### src/rtl/sweep_ctrl.sv
// rtl/sweep_ctrl.sv - triangle-sweep sequencer driving an up/down counter's P_C/U_D lines.
// Turning-point dwell states are built only when SWEEP_CTRL_DWELL_EN is defined.
module sweep_ctrl #(
  parameter int WIDTH = 8,
  parameter int DWELL = 4
) (
  input  logic             CLK,
  input  logic             RST,
  input  logic             START,
  input  logic [WIDTH-1:0] LO,
  input  logic [WIDTH-1:0] HI,
  input  logic [3:0]       PASSES,
  input  logic [WIDTH-1:0] Q,
  output logic             P_C,
  output logic             U_D,
  output logic             BUSY,
  output logic             DONE,
  output logic             ERR
);

  if (DWELL < 1 || DWELL > 15) begin : g_dwell_range
    $error("sweep_ctrl: DWELL must be in 1..15");
  end

  typedef enum logic [2:0] {
    S_IDLE,
    S_SEEK,
    S_UP,
    S_DOWN,
    S_FIN
`ifdef SWEEP_CTRL_DWELL_EN
    , S_DWELL_HI,
    S_DWELL_LO
`endif
  } state_t;

  state_t           r_state;
  state_t           w_next;
  logic [WIDTH-1:0] r_lo;
  logic [WIDTH-1:0] r_hi;
  logic [3:0]       r_rem;
  logic             r_pc;
  logic             r_ud;
  logic             r_busy;
  logic             r_done;
  logic             r_err;
  logic [WIDTH-1:0] w_qn;
  logic             w_pc;
  logic             w_ud;
  logic             w_busy;
  logic             w_done;
  logic             w_err;
`ifdef SWEEP_CTRL_DWELL_EN
  logic [3:0]       r_dwell;
  logic             w_dwell_last;
  assign w_dwell_last = (r_dwell == 4'(DWELL - 1));
`endif

  // Value Q will hold after this edge; every arrival test looks ahead with it.
  assign w_qn = r_pc ? Q : (r_ud ? Q + 1'b1 : Q - 1'b1);

  always_ff @(posedge CLK) begin
    if (RST) begin
      r_state <= S_IDLE;
      r_lo    <= '0;
      r_hi    <= '0;
      r_rem   <= 4'd0;
      r_pc    <= 1'b1;
      r_ud    <= 1'b0;
      r_busy  <= 1'b0;
      r_done  <= 1'b0;
      r_err   <= 1'b0;
`ifdef SWEEP_CTRL_DWELL_EN
      r_dwell <= 4'd0;
`endif
    end else begin
      r_state <= w_next;
      r_pc    <= w_pc;
      r_ud    <= w_ud;
      r_busy  <= w_busy;
      r_done  <= w_done;
      r_err   <= w_err;
      if (r_state == S_IDLE && w_next == S_SEEK) begin
        r_lo  <= LO;
        r_hi  <= HI;
        r_rem <= PASSES;
      end
      if (r_state == S_DOWN && w_qn == r_lo) begin
        r_rem <= r_rem - 4'd1;
      end
`ifdef SWEEP_CTRL_DWELL_EN
      if (w_next != r_state) begin
        r_dwell <= 4'd0;
      end else if (r_state == S_DWELL_HI || r_state == S_DWELL_LO) begin
        r_dwell <= r_dwell + 4'd1;
      end
`endif
    end
  end

  always_comb begin
    w_next = r_state;
    case (r_state)
      S_IDLE: if (START && LO <= HI) w_next = S_SEEK;
      S_SEEK: if (w_qn == r_lo) w_next = (r_rem == 4'd0) ? S_FIN : S_UP;
`ifdef SWEEP_CTRL_DWELL_EN
      S_UP:       if (w_qn == r_hi) w_next = S_DWELL_HI;
      S_DWELL_HI: if (w_dwell_last) w_next = S_DOWN;
      S_DOWN:     if (w_qn == r_lo) w_next = S_DWELL_LO;
      S_DWELL_LO: if (w_dwell_last) w_next = (r_rem == 4'd0) ? S_FIN : S_UP;
`else
      S_UP:   if (w_qn == r_hi) w_next = S_DOWN;
      S_DOWN: if (w_qn == r_lo) w_next = (r_rem == 4'd1) ? S_FIN : S_UP;
`endif
      S_FIN:   w_next = S_IDLE;
      default: w_next = S_IDLE;
    endcase
  end

  // Moves are issued for the state being entered, so turns and restarts cost no hold cycle.
  always_comb begin
    w_pc   = 1'b1;
    w_ud   = r_ud;
    w_busy = (r_state != S_IDLE);
    w_done = (r_state == S_FIN);
    w_err  = (r_state == S_IDLE) && START && (LO > HI);
    if (r_state != S_IDLE) begin
      case (w_next)
        S_SEEK: if (w_qn != r_lo) begin w_pc = 1'b0; w_ud = (w_qn < r_lo); end
        S_UP:   if (w_qn != r_hi) begin w_pc = 1'b0; w_ud = 1'b1; end
        S_DOWN: if (w_qn != r_lo) begin w_pc = 1'b0; w_ud = 1'b0; end
        default: ;
      endcase
    end
  end

  assign P_C  = r_pc;
  assign U_D  = r_ud;
  assign BUSY = r_busy;
  assign DONE = r_done;
  assign ERR  = r_err;

endmodule

### config.mk
export PLATFORM = sky130hd
export DESIGN_NAME = sweep_ctrl
export DESIGN_NICKNAME = d
export VERILOG_FILES = /design/src/rtl/sweep_ctrl.sv
export SDC_FILE = /design/constraint.sdc
export NUM_CORES = 1
export LEC_CHECK = 0
export ABC_AREA = 1
export ABC_CLOCK_PERIOD_IN_PS = 3180
export CORE_MARGIN = 4
export CORE_UTILIZATION = 35
export CTS_BUF_LIST = sky130_fd_sc_hd__clkbuf_8
export CTS_CLUSTER_DIAMETER = 200
export CTS_CLUSTER_SIZE = 20
export DETAILED_ROUTE_END_ITERATION = 10
export GPL_TIMING_DRIVEN = 0
export PLACE_DENSITY = 0.66
export SYNTH_ARGS = -nofsm -noshare
export SYNTH_HDL_FRONTEND = slang
export SYNTH_SLANG_ARGS = --single-unit
### constraint.sdc
create_clock -name CLK -period 3.18 [get_ports CLK]
set_input_delay 0.636 -clock CLK [delete_from_list [all_inputs] [get_ports CLK]]
set_output_delay 0.636 -clock CLK [all_outputs]
set_load 0.005 [all_outputs]
### Yosys cells after proc, flatten, opt, wreduce, memory -nomap -nowiden

Index checks and enable logic that the tools add are counted.

* logic and storage cells: 62
* bits in registers: 28
* output and inout port bits: 5
* bits of input ports: 31

* mux-type cells: 18
* equality and inequality tests: 15
* $add $sub $neg: 3
* reductions and logical operators: 13
* bitwise operators: 1
* $lt $le $gt $ge: 3

Operator list (count)
* $mux W3: 6
* $eq A8 B8 Y1: 2
* $mux W8: 2
* $ne A8 B8 Y1: 2
* $eq A3 B2 Y1 const B: 4
* $pmux W3 S4: 1
* $add A8 B1 Y8 const B: 1
* $gt A8 B8 Y1: 1
* $le A8 B8 Y1: 1
* $lt A8 B8 Y1: 1
* $mux W4: 2
* $sub A8 B1 Y8 const B: 1
* $eq A3 B1 Y1 const B: 2
* $reduce_bool A3 Y1: 2
* $logic_and A1 B1 Y1: 5
* $mux W1: 5
* $reduce_and A5 Y1: 1
* $eq A4 B1 Y1 const B: 1
* $logic_not A4 Y1: 1
* $ne A2 B2 Y1 const B: 2
* $reduce_or A2 Y1: 2
* $sub A4 B1 Y4 const B: 1
* $eq A3 B3 Y1 const B: 1
* $logic_not A3 Y1: 1
* 5 further kinds: 5

### Depth between registers and ports, before layout

Gate-level depths: netlist (run 1).

* depth in word-level cells: 10
* gate-level depth with buffers: 26
* depth with buffers taken out: 26

### Worst setup path before layout (run 1)

No wires, ideal clock.

* path kind: input to register
* start: input Q[5]
* end: register r_ud (netlist: U_D)
* setup time: 0.113 ns
* slack: 0.249 ns
* stages on the path: 23
* path buffers: 0
* data arrival time: 2.818 ns
* required time: 3.067 ns
* path through: ha_1 nand2_1 inv_1 a21oi_1 nand2_1 nand2_1 nand3_2 nand2_1 inv_1 ha_1 nand2_1 nor2_1 nand2_1 inv_1 nand3_1 nand3_1 inv_1 nand3_1 nand2_1 nor2_2 nand2_1 nand2_1 nor2_1

* word-level cells in the longest chain between the ends: 9
* elaborated cells on any way between the ends: 23
* classes of those cells: add/sub: 2; order compare: 1; eq/ne: 10; mux: 8; reduce/logical: 2

Ends and longest elaborated chain
* from (decl): line 13 `input logic [WIDTH-1:0] Q,`
* $sub A8 B1 Y8 or $add A8 B1 Y8 (tied branches): line 60 `assign w_qn = r_pc ? Q : (r_ud ? Q + 1'b1 : Q - 1'b1);`
* $mux W8: line 60
* $mux W8 *: line 60
* $eq A8 B8 Y1 (on tied branches): line 105, 113, 112
* $mux W3 (on tied branches): line 113, 105, 112
* $pmux W3 S4: line 103 `case (r_state)`
* $eq A3 B2 Y1 or $eq A3 B1 Y1 (tied branches): line 128 `case (w_next)`
* $ne A2 B2 Y1 (no source line), or another cell as far along
* $reduce_and A5 Y1 (no source line)
* to (signal assigned): line 79 `r_ud <= w_ud;`
* to (decl): line 43 `logic r_ud;`

Mark *: on every way between the ends. The rest lies on a longest branch, timed or not. The select of a mux whose other input is x is not followed.
A chain may end at the register's enable or synchronous reset.

### Worst setup path after layout (run 1)

* start: input Q[1]
* end: register r_ud (netlist: U_D)

The elaborated chain is that of the path after synthesis.

==> impl_metrics.env, run 1 <==
export IMPL_cts_inserted_buffers=3
export IMPL_holdPathStages=2
export IMPL_fp_dieH_um=88.0
export IMPL_syn_nets=393
export IMPL_grt_pass1_vias=2066
export IMPL_post_synthesis_cell_area_um2=2240
export IMPL_maxSlewViolCount=0
export IMPL_floorplan_initialDensity_pct=36.9
export IMPL_worstSetupEndpointType="flip-flop"
export IMPL_cts_max_level=1
export IMPL_dominant_combinational_cell_family_by_area_after_synthesis="simple AND/OR/NAND/NOR gates"
export IMPL_clkTransAtPathRegs_ns=0.10
export IMPL_place_gp_congestion=0.785
export IMPL_wirelength_met1_um=2580
export IMPL_fmax_mhz=338
export IMPL_final_cell_area_um2=2910
export IMPL_detail_route_iter0_violations=92
export IMPL_tritoncts_clock_tree="done"
export IMPL_max_cap_violations=0
export IMPL_number_of_i_o_pins=36
export IMPL_routedWlPerCell_um=11.5
export IMPL_worst_ir_drop_vdd_mv=0.185
export IMPL_core_area_um2=6060
export IMPL_synth_xor_area_share_pct=3.52
export IMPL_synth_adder_area_share_pct=14.9
export IMPL_synth_edff_count=0
export IMPL_finalWorstPathRequiredPeriod_ns=2.96
export IMPL_highest_signal_layer="met4"
export IMPL_route_vias_total=2181
export IMPL_synth_simple_gate_area_share_pct=31.0
export IMPL_timing_reg2reg_worst_path_depth=27
export IMPL_ffs_latches_synth=28
export IMPL_num_rows=28
export IMPL_route_antenna_remaining_nets=0
export IMPL_grt_use_total_pct=14.3
export IMPL_tightest_hold_check_type="reg2reg"
export IMPL_synth_compound_area_share_pct=14.3
export IMPL_synthMuxAreaShare_pct=0
export IMPL_drcViolationCount=0
export IMPL_synth_top_flop_cell="dfxtp_1"
export IMPL_tightestPinTransition_ns=0.455
export IMPL_detailroute_wirelength_met2_um=2360
export IMPL_clock_path_buffers=2
export IMPL_cts_root_buf="clkbuf_8"
export IMPL_detailed_place_hpwl_um=4110
export IMPL_grt_start_max_net_pins=17
export IMPL_timing_critical_path_cells="dlygate4sd2_1, ha_1, nand3_1, nand2_2, nand2_2, nand2_1, nand2_1, nand3_2, nand2_2, inv_1, ha_4, nand2_2, nor2_4, nand2_2, inv_2, nand3_1, nand3_2, inv_2, nand3_1, nand2_1, nor2_2, nand2_1, nand2_1, nor2_1"
export IMPL_critical_path_required_ns=3.37
export IMPL_setup_violations_final=0
export IMPL_n_antenna_cell=0
export IMPL_area_delta_synth_final_pct=29.8
export IMPL_finalNetCount=437
export IMPL_routed_wl_met3_um=202
export IMPL_layoutNonFillerInstCount=454
export IMPL_placedCellCount=446
export IMPL_design_die_area_um2=7740
export IMPL_total_leakage_power_nw=1.35
export IMPL_final_setup_tns_ns=0
export IMPL_vias_per_cell=4.80
export IMPL_critical_path_max_fanout=5
export IMPL_timing_critical_path_from_type="input port"
export IMPL_synthDistinctLibCells=33
export IMPL_final_hold_violation_count=0
export IMPL_detail_route_first_pass_iterations=4
export IMPL_async_flop_share_pct=0
export IMPL_chipWidth_um=88.0
export IMPL_netlist_instances=336
export IMPL_fin_crit_sh_pct=93.0
export IMPL_numClockSinks=28
export IMPL_grt_overflow_total=0
export IMPL_dpl_cell_area_um2=2680
export IMPL_seq_area_frac_synth_pct=25.0
export IMPL_setup_worst_path_class="in2reg"
export IMPL_total_number_of_yosys_warnings=0
export IMPL_syn_avg_cell_area_um2=6.66
export IMPL_clock_skew_final_ns=0.00809
export IMPL_cpPeakStageDelay_ns=0.32
export IMPL_initial_antenna_violation_count=0
export IMPL_max_slew_margin_rel_pct=69.7
export IMPL_power_mw=1.09
export IMPL_grt_pass1_wl_um=8990
export IMPL_worst_endpoint_arrival_ns=3.15
export IMPL_io_buffers=35
export IMPL_final_layout_size_suffix_gt1_share_pct=14.2
export IMPL_status="finished, final reports clean"
export IMPL_ctsHoldBuffers=0
export IMPL_clk_insertion_delay_late_ns=0.28
export IMPL_slowest_stage="ha_1"
export IMPL_cellPowerDensity_nw_per_um2=375
export IMPL_routed_wirelength_um=5210
[flip-flops by register name (all words and copies together), names as in the netlist]
register,flops
r_hi,8
r_rem,4
DONE,1
r_state,3
BUSY,1
ERR,1
U_D,1
P_C,1
r_lo,8
[cells in the final DEF, fill, tap and decap left out, types with 2 or more instances in the layout]
| master | count |
|---|---|
| a21oi_1 | 29 |
| buf_2 | 2 |
| buf_4 | 3 |
| clkbuf_1 | 3 |
| clkbuf_8 | 3 |
| clkdlybuf4s50_1 | 28 |
| dfxtp_1 | 27 |
| dlygate4sd2_1 | 6 |
| ha_1 | 19 |
| ha_4 | 6 |
| inv_1 | 53 |
| inv_2 | 5 |
| nand2_1 | 70 |
| nand2_2 | 9 |
| nand3_1 | 27 |
| nand3_2 | 6 |
| nand4_1 | 2 |
| nor2_1 | 20 |
| nor2_2 | 3 |
| nor2_4 | 2 |
| nor3_1 | 2 |
| nor4_1 | 2 |
| o21ai_0 | 23 |
| o21ai_1 | 3 |
| or2_1 | 4 |
| xnor2_1 | 2 |
| xor2_1 | 2 |
[cell type report]
| type | count | area (um2) |
|---|---|---|
| repair buffers | 39 | 380 |
| flip-flops and latches | 28 | 564 |
| clock inverters | 1 | 30.0 |
| well taps | 75 | 93.8 |
| fillers | 629 | 3160 |
| clock buffers | 3 | 41.3 |
| inverters | 59 | 225 |
| plain buffers | 6 | 32.5 |
| multi-input cells | 243 | 1540 |
[where the power goes]
part	leakage, nW	internal (mW)	switching [mW]
combinational	1.08	0.180	0.219
clock	0.0357	0.169	0.120
sequential	0.231	0.382	0.0199
[cells in the mapped netlist, types with 3 or more instances]
master	number	area share [%]
nand3_2	5	2.2
inv_1	56	9.4
inv_2	3	0.50
a21oi_1	30	6.7
o21ai_0	25	5.6
dfxtp_1	28	25
ha_1	25	14
nand2_2	5	1.4
nand2_1	74	12
clkbuf_1	3	0.50
nor2_1	21	3.5
nor2_2	3	0.84
or2_1	4	1.1
nand3_1	28	6.3
[worst paths after layout]
| path | slack (ns) | to | from |
|---|---|---|---|
| worst max-delay path | 0.22 | U_D | Q[1] |
| worst min-delay path | 0.47 | r_lo[1] | r_lo[1] |
| worst max register to register | 0.24 | U_D | U_D |
| worst min register to register | 0.47 | r_lo[1] | r_lo[1] |
[metrics by stage]
step / setup WS (ns) / util [%] / hold slack [ns]
after floorplan: 0.249 / - / 0.435
after global placement: -0.536 / 44.3 / 0.452
after detailed placement: -0.563 / 44.3 / 0.455
after CTS: 0.00418 / 46.9 / 0.470
after global routing: -0.0769 / 47.9 / 0.499
final: 0.221 / 47.9 / 0.470
[worst max-delay path: cells and delay by family]
| family | cells | cell delay [ns] |
|---|---|---|
| buffers and inverters | 4 | 0.48 |
| adders and majority gates | 2 | 0.59 |
| and+or+nand+nor | 18 | 1.45 |
[what timing repair did]
item                       in CTS  in global routing
setup endpoints to repair       5                  7
pin swaps                       3                  6
setup buffers                   2                  2
resized for setup              16                 17
[logic make-up after synthesis]
| family | after synthesis |
|---|---|
| fa+ha+maj | 26 |
| xor+xnor | 6 |
| buf+inv | 65 |
| compound gates | 61 |
| flops | 28 |
| simple gates | 150 |
[per-layer routing]
layer,vias to the layer above,track usage (%)
li1,1172,-
met1,968,20.1
met2,36,23.2
met3,5,1.41
met4,0,4.18
met5,-,0
Power figures use the tool's default switching activity.
==> inputs of run 2 (changes only) <==
Settings changed: CORE_MARGIN 4 to 1.5.
==> run 2 against run 1 <==
Net effect:
- hold slack got worse by 0.0064 ns
- die area down 11%
- total power rose by 0.89%
- cell count up 0.66%
- setup slack improved by 0.0073 ns
- via count grew 0.41%
- critical endpoint unchanged
- largest cell class unchanged
- largest power group is now combinational logic
- highest routed layer unchanged
==> impl_metrics.env, run 2 (synthesis gave the netlist of run 1 again) <==
export IMPL_utilization_pct=48.9
export IMPL_final_layout_size_suffix_gt1_share_pct=15.4
export IMPL_grt_pass1_wl_um=8960
export IMPL_cellPowerDensity_nw_per_um2=371
export IMPL_drcViolationCount=0
export IMPL_routedWlPerCell_um=11.5
export IMPL_cts_root_buf="clkbuf_8"
export IMPL_status="finished, final reports clean"
export IMPL_layoutNonFillerInstCount=457
export IMPL_mostFrequentLayoutCell="nand2_1"
export IMPL_path_common_cell="nand2_2"
export IMPL_worst_ir_drop_vdd_mv=0.266
export IMPL_r2r_setup_slack_ns=0.26
export IMPL_finalNetCount=440
export IMPL_grt_pass1_vias=2077
export IMPL_setup_violations_final=0
export IMPL_detailed_place_hpwl_um=4040
export IMPL_fin_crit_sh_pct=92.8
export IMPL_commonest_cells_after_routing_fill_and_taps_aside="70 x nand2_1, 53 x inv_1, 29 x a21oi_1, 28 x clkdlybuf4s50_1, 27 x dfxtp_1"
export IMPL_num_rows=28
export IMPL_number_of_fill_cells=621
export IMPL_worstSetupEndpointType="flip-flop"
export IMPL_detail_route_iter0_violations=71
export IMPL_slowest_stage="ha_4"
export IMPL_critical_path_required_ns=3.40
export IMPL_numClockSinks=28
export IMPL_final_hold_violation_count=0
export IMPL_timing_critical_path_cells="dlygate4sd2_1, ha_4, nand2_1, nand2_2, inv_2, nand2_2, nand2_2, nand3_1, nand3_2, nand2_2, inv_1, ha_4, nand2_2, nor2_4, nand2_4, o21ai_2, nand3_2, inv_2, o2111ai_1, o21ai_1, inv_2, nand2_1, nand2_1, nor2_1"
export IMPL_critical_path_max_fanout=5
export IMPL_tightest_hold_check_type="reg2reg"
export IMPL_route_vias_total=2190
export IMPL_final_setup_worst_slack_ns=0.228
export IMPL_setup_worst_path_class="in2reg"
export IMPL_max_cap_violations=0
export IMPL_max_slew_margin_rel_pct=69.8
export IMPL_fp_dieH_um=83.0
export IMPL_tritoncts_clock_tree="done"
export IMPL_floorplan_initialDensity_pct=36.9
export IMPL_fmax_mhz=339
export IMPL_initial_antenna_violation_count=0
export IMPL_routed_wirelength_um=5260
export IMPL_detail_route_first_pass_iterations=4
export IMPL_placedCellCount=446
export IMPL_core_area_um2=6060
export IMPL_maxSlewViolCount=0
export IMPL_worst_endpoint_arrival_ns=3.17
export IMPL_route_antenna_remaining_nets=0
export IMPL_design_die_area_um2=6880
export IMPL_timing_critical_path_from_type="input port"
export IMPL_grt_use_total_pct=15.4
export IMPL_seqCellArea_um2=564
export IMPL_final_cell_area_um2=2960
export IMPL_place_gp_congestion=0.830
export IMPL_io_buffers=35
export IMPL_clock_path_buffers=2
export IMPL_area_delta_synth_final_pct=32.4
export IMPL_grt_start_max_net_pins=17
export IMPL_critical_path_buf_inv_count=5
export IMPL_dpl_cell_area_um2=2680
export IMPL_clkTransAtPathRegs_ns=0.10
export IMPL_chipWidth_um=83.0
export IMPL_finalWorstPathRequiredPeriod_ns=2.95
export IMPL_number_of_i_o_pins=36
export IMPL_tightestPinTransition_ns=0.454
export IMPL_multiInputGateArea_um2=1570
export IMPL_critical_path_top_delay_family="simple AND/OR/NAND/NOR gates"
export IMPL_clk_insertion_delay_late_ns=0.28
export IMPL_vias_per_cell=4.79
export IMPL_clock_skew_final_ns=0.00576
export IMPL_cpPeakStageDelay_ns=0.30
export IMPL_layout_top_registers="r_hi: 8 flops, r_lo: 8 flops, r_rem: 4 flops"
export IMPL_total_leakage_power_nw=1.38
export IMPL_cts_max_level=1
export IMPL_cts_inserted_buffers=3
export IMPL_place_ws_ns=-0.590
export IMPL_n_antenna_cell=0
export IMPL_grt_overflow_total=0
## run 2: cell type report
class                           count  share of cell area, %
Tap cell                           75                   3.17
Multi-Input combinational cell    243                   52.9
Buffer                              6                   1.10
Clock inverter                      1                   1.01
Timing Repair Buffer               42                   13.7
Inverter                           59                   7.69
Sequential cell                    28                   19.0
Clock buffer                        3                   1.39
## run 2: worst paths after layout
check           from       to  cells after the start
max             Q[2]      U_D                     24
max reg2reg      U_D      U_D                     26
min          r_lo[3]  r_lo[3]                      2
min reg2reg  r_lo[3]  r_lo[3]                      2
## run 2: stage by stage
stage / TNS [ns] / hold slack, ns / power, mW
2_1_floorplan: 0 / 0.435 / 0.665
3_3_place_gp: -2.98 / 0.452 / 0.763
3_5_place_dp: -3.39 / 0.453 / 0.772
4_1_cts: 0 / 0.467 / 1.08
5_1_grt: -0.00967 / 0.494 / 1.18
6_report: 0 / 0.463 / 1.10
## run 2: per-layer routing
| layer | vias to the layer above | GRT usage (%) | wire length [um] |
|---|---|---|---|
| met5 | - | 0 | 0 |
| met4 | 0 | 3.48 | 32 |
| met3 | 4 | 1.79 | 132 |
| met2 | 29 | 26.4 | 2430 |
| met1 | 979 | 20.6 | 2660 |
| li1 | 1178 | - | - |
## run 2: tightest hold or removal path, delay by kind of cell (launching register included)
kind	cells	cell delay, ns
compound gates	1	0.06
flops	1	0.31
buf+inv	1	0.06
## run 2: timing repair
item                       4_1_cts  5_1_grt
resized for setup               18       19
setup endpoints to repair        5        5
setup buffers                    2        5
gates cloned                     0        0
hold buffers                     0        0
pin swaps                        2        8
## run 2: report_power, final
part | internal, mW | switching [mW] | total [mW]
logic | 0.186 | 0.226 | 0.412
registers | 0.382 | 0.0201 | 0.402
clock network | 0.169 | 0.116 | 0.285
==> inputs of run 3 (changes only) <==
Settings changed: HOLD_SLACK_MARGIN set to 0.02.
==> results of run 3 <==
Same layout as run 2: the final DEF is identical, and so are final timing and power.
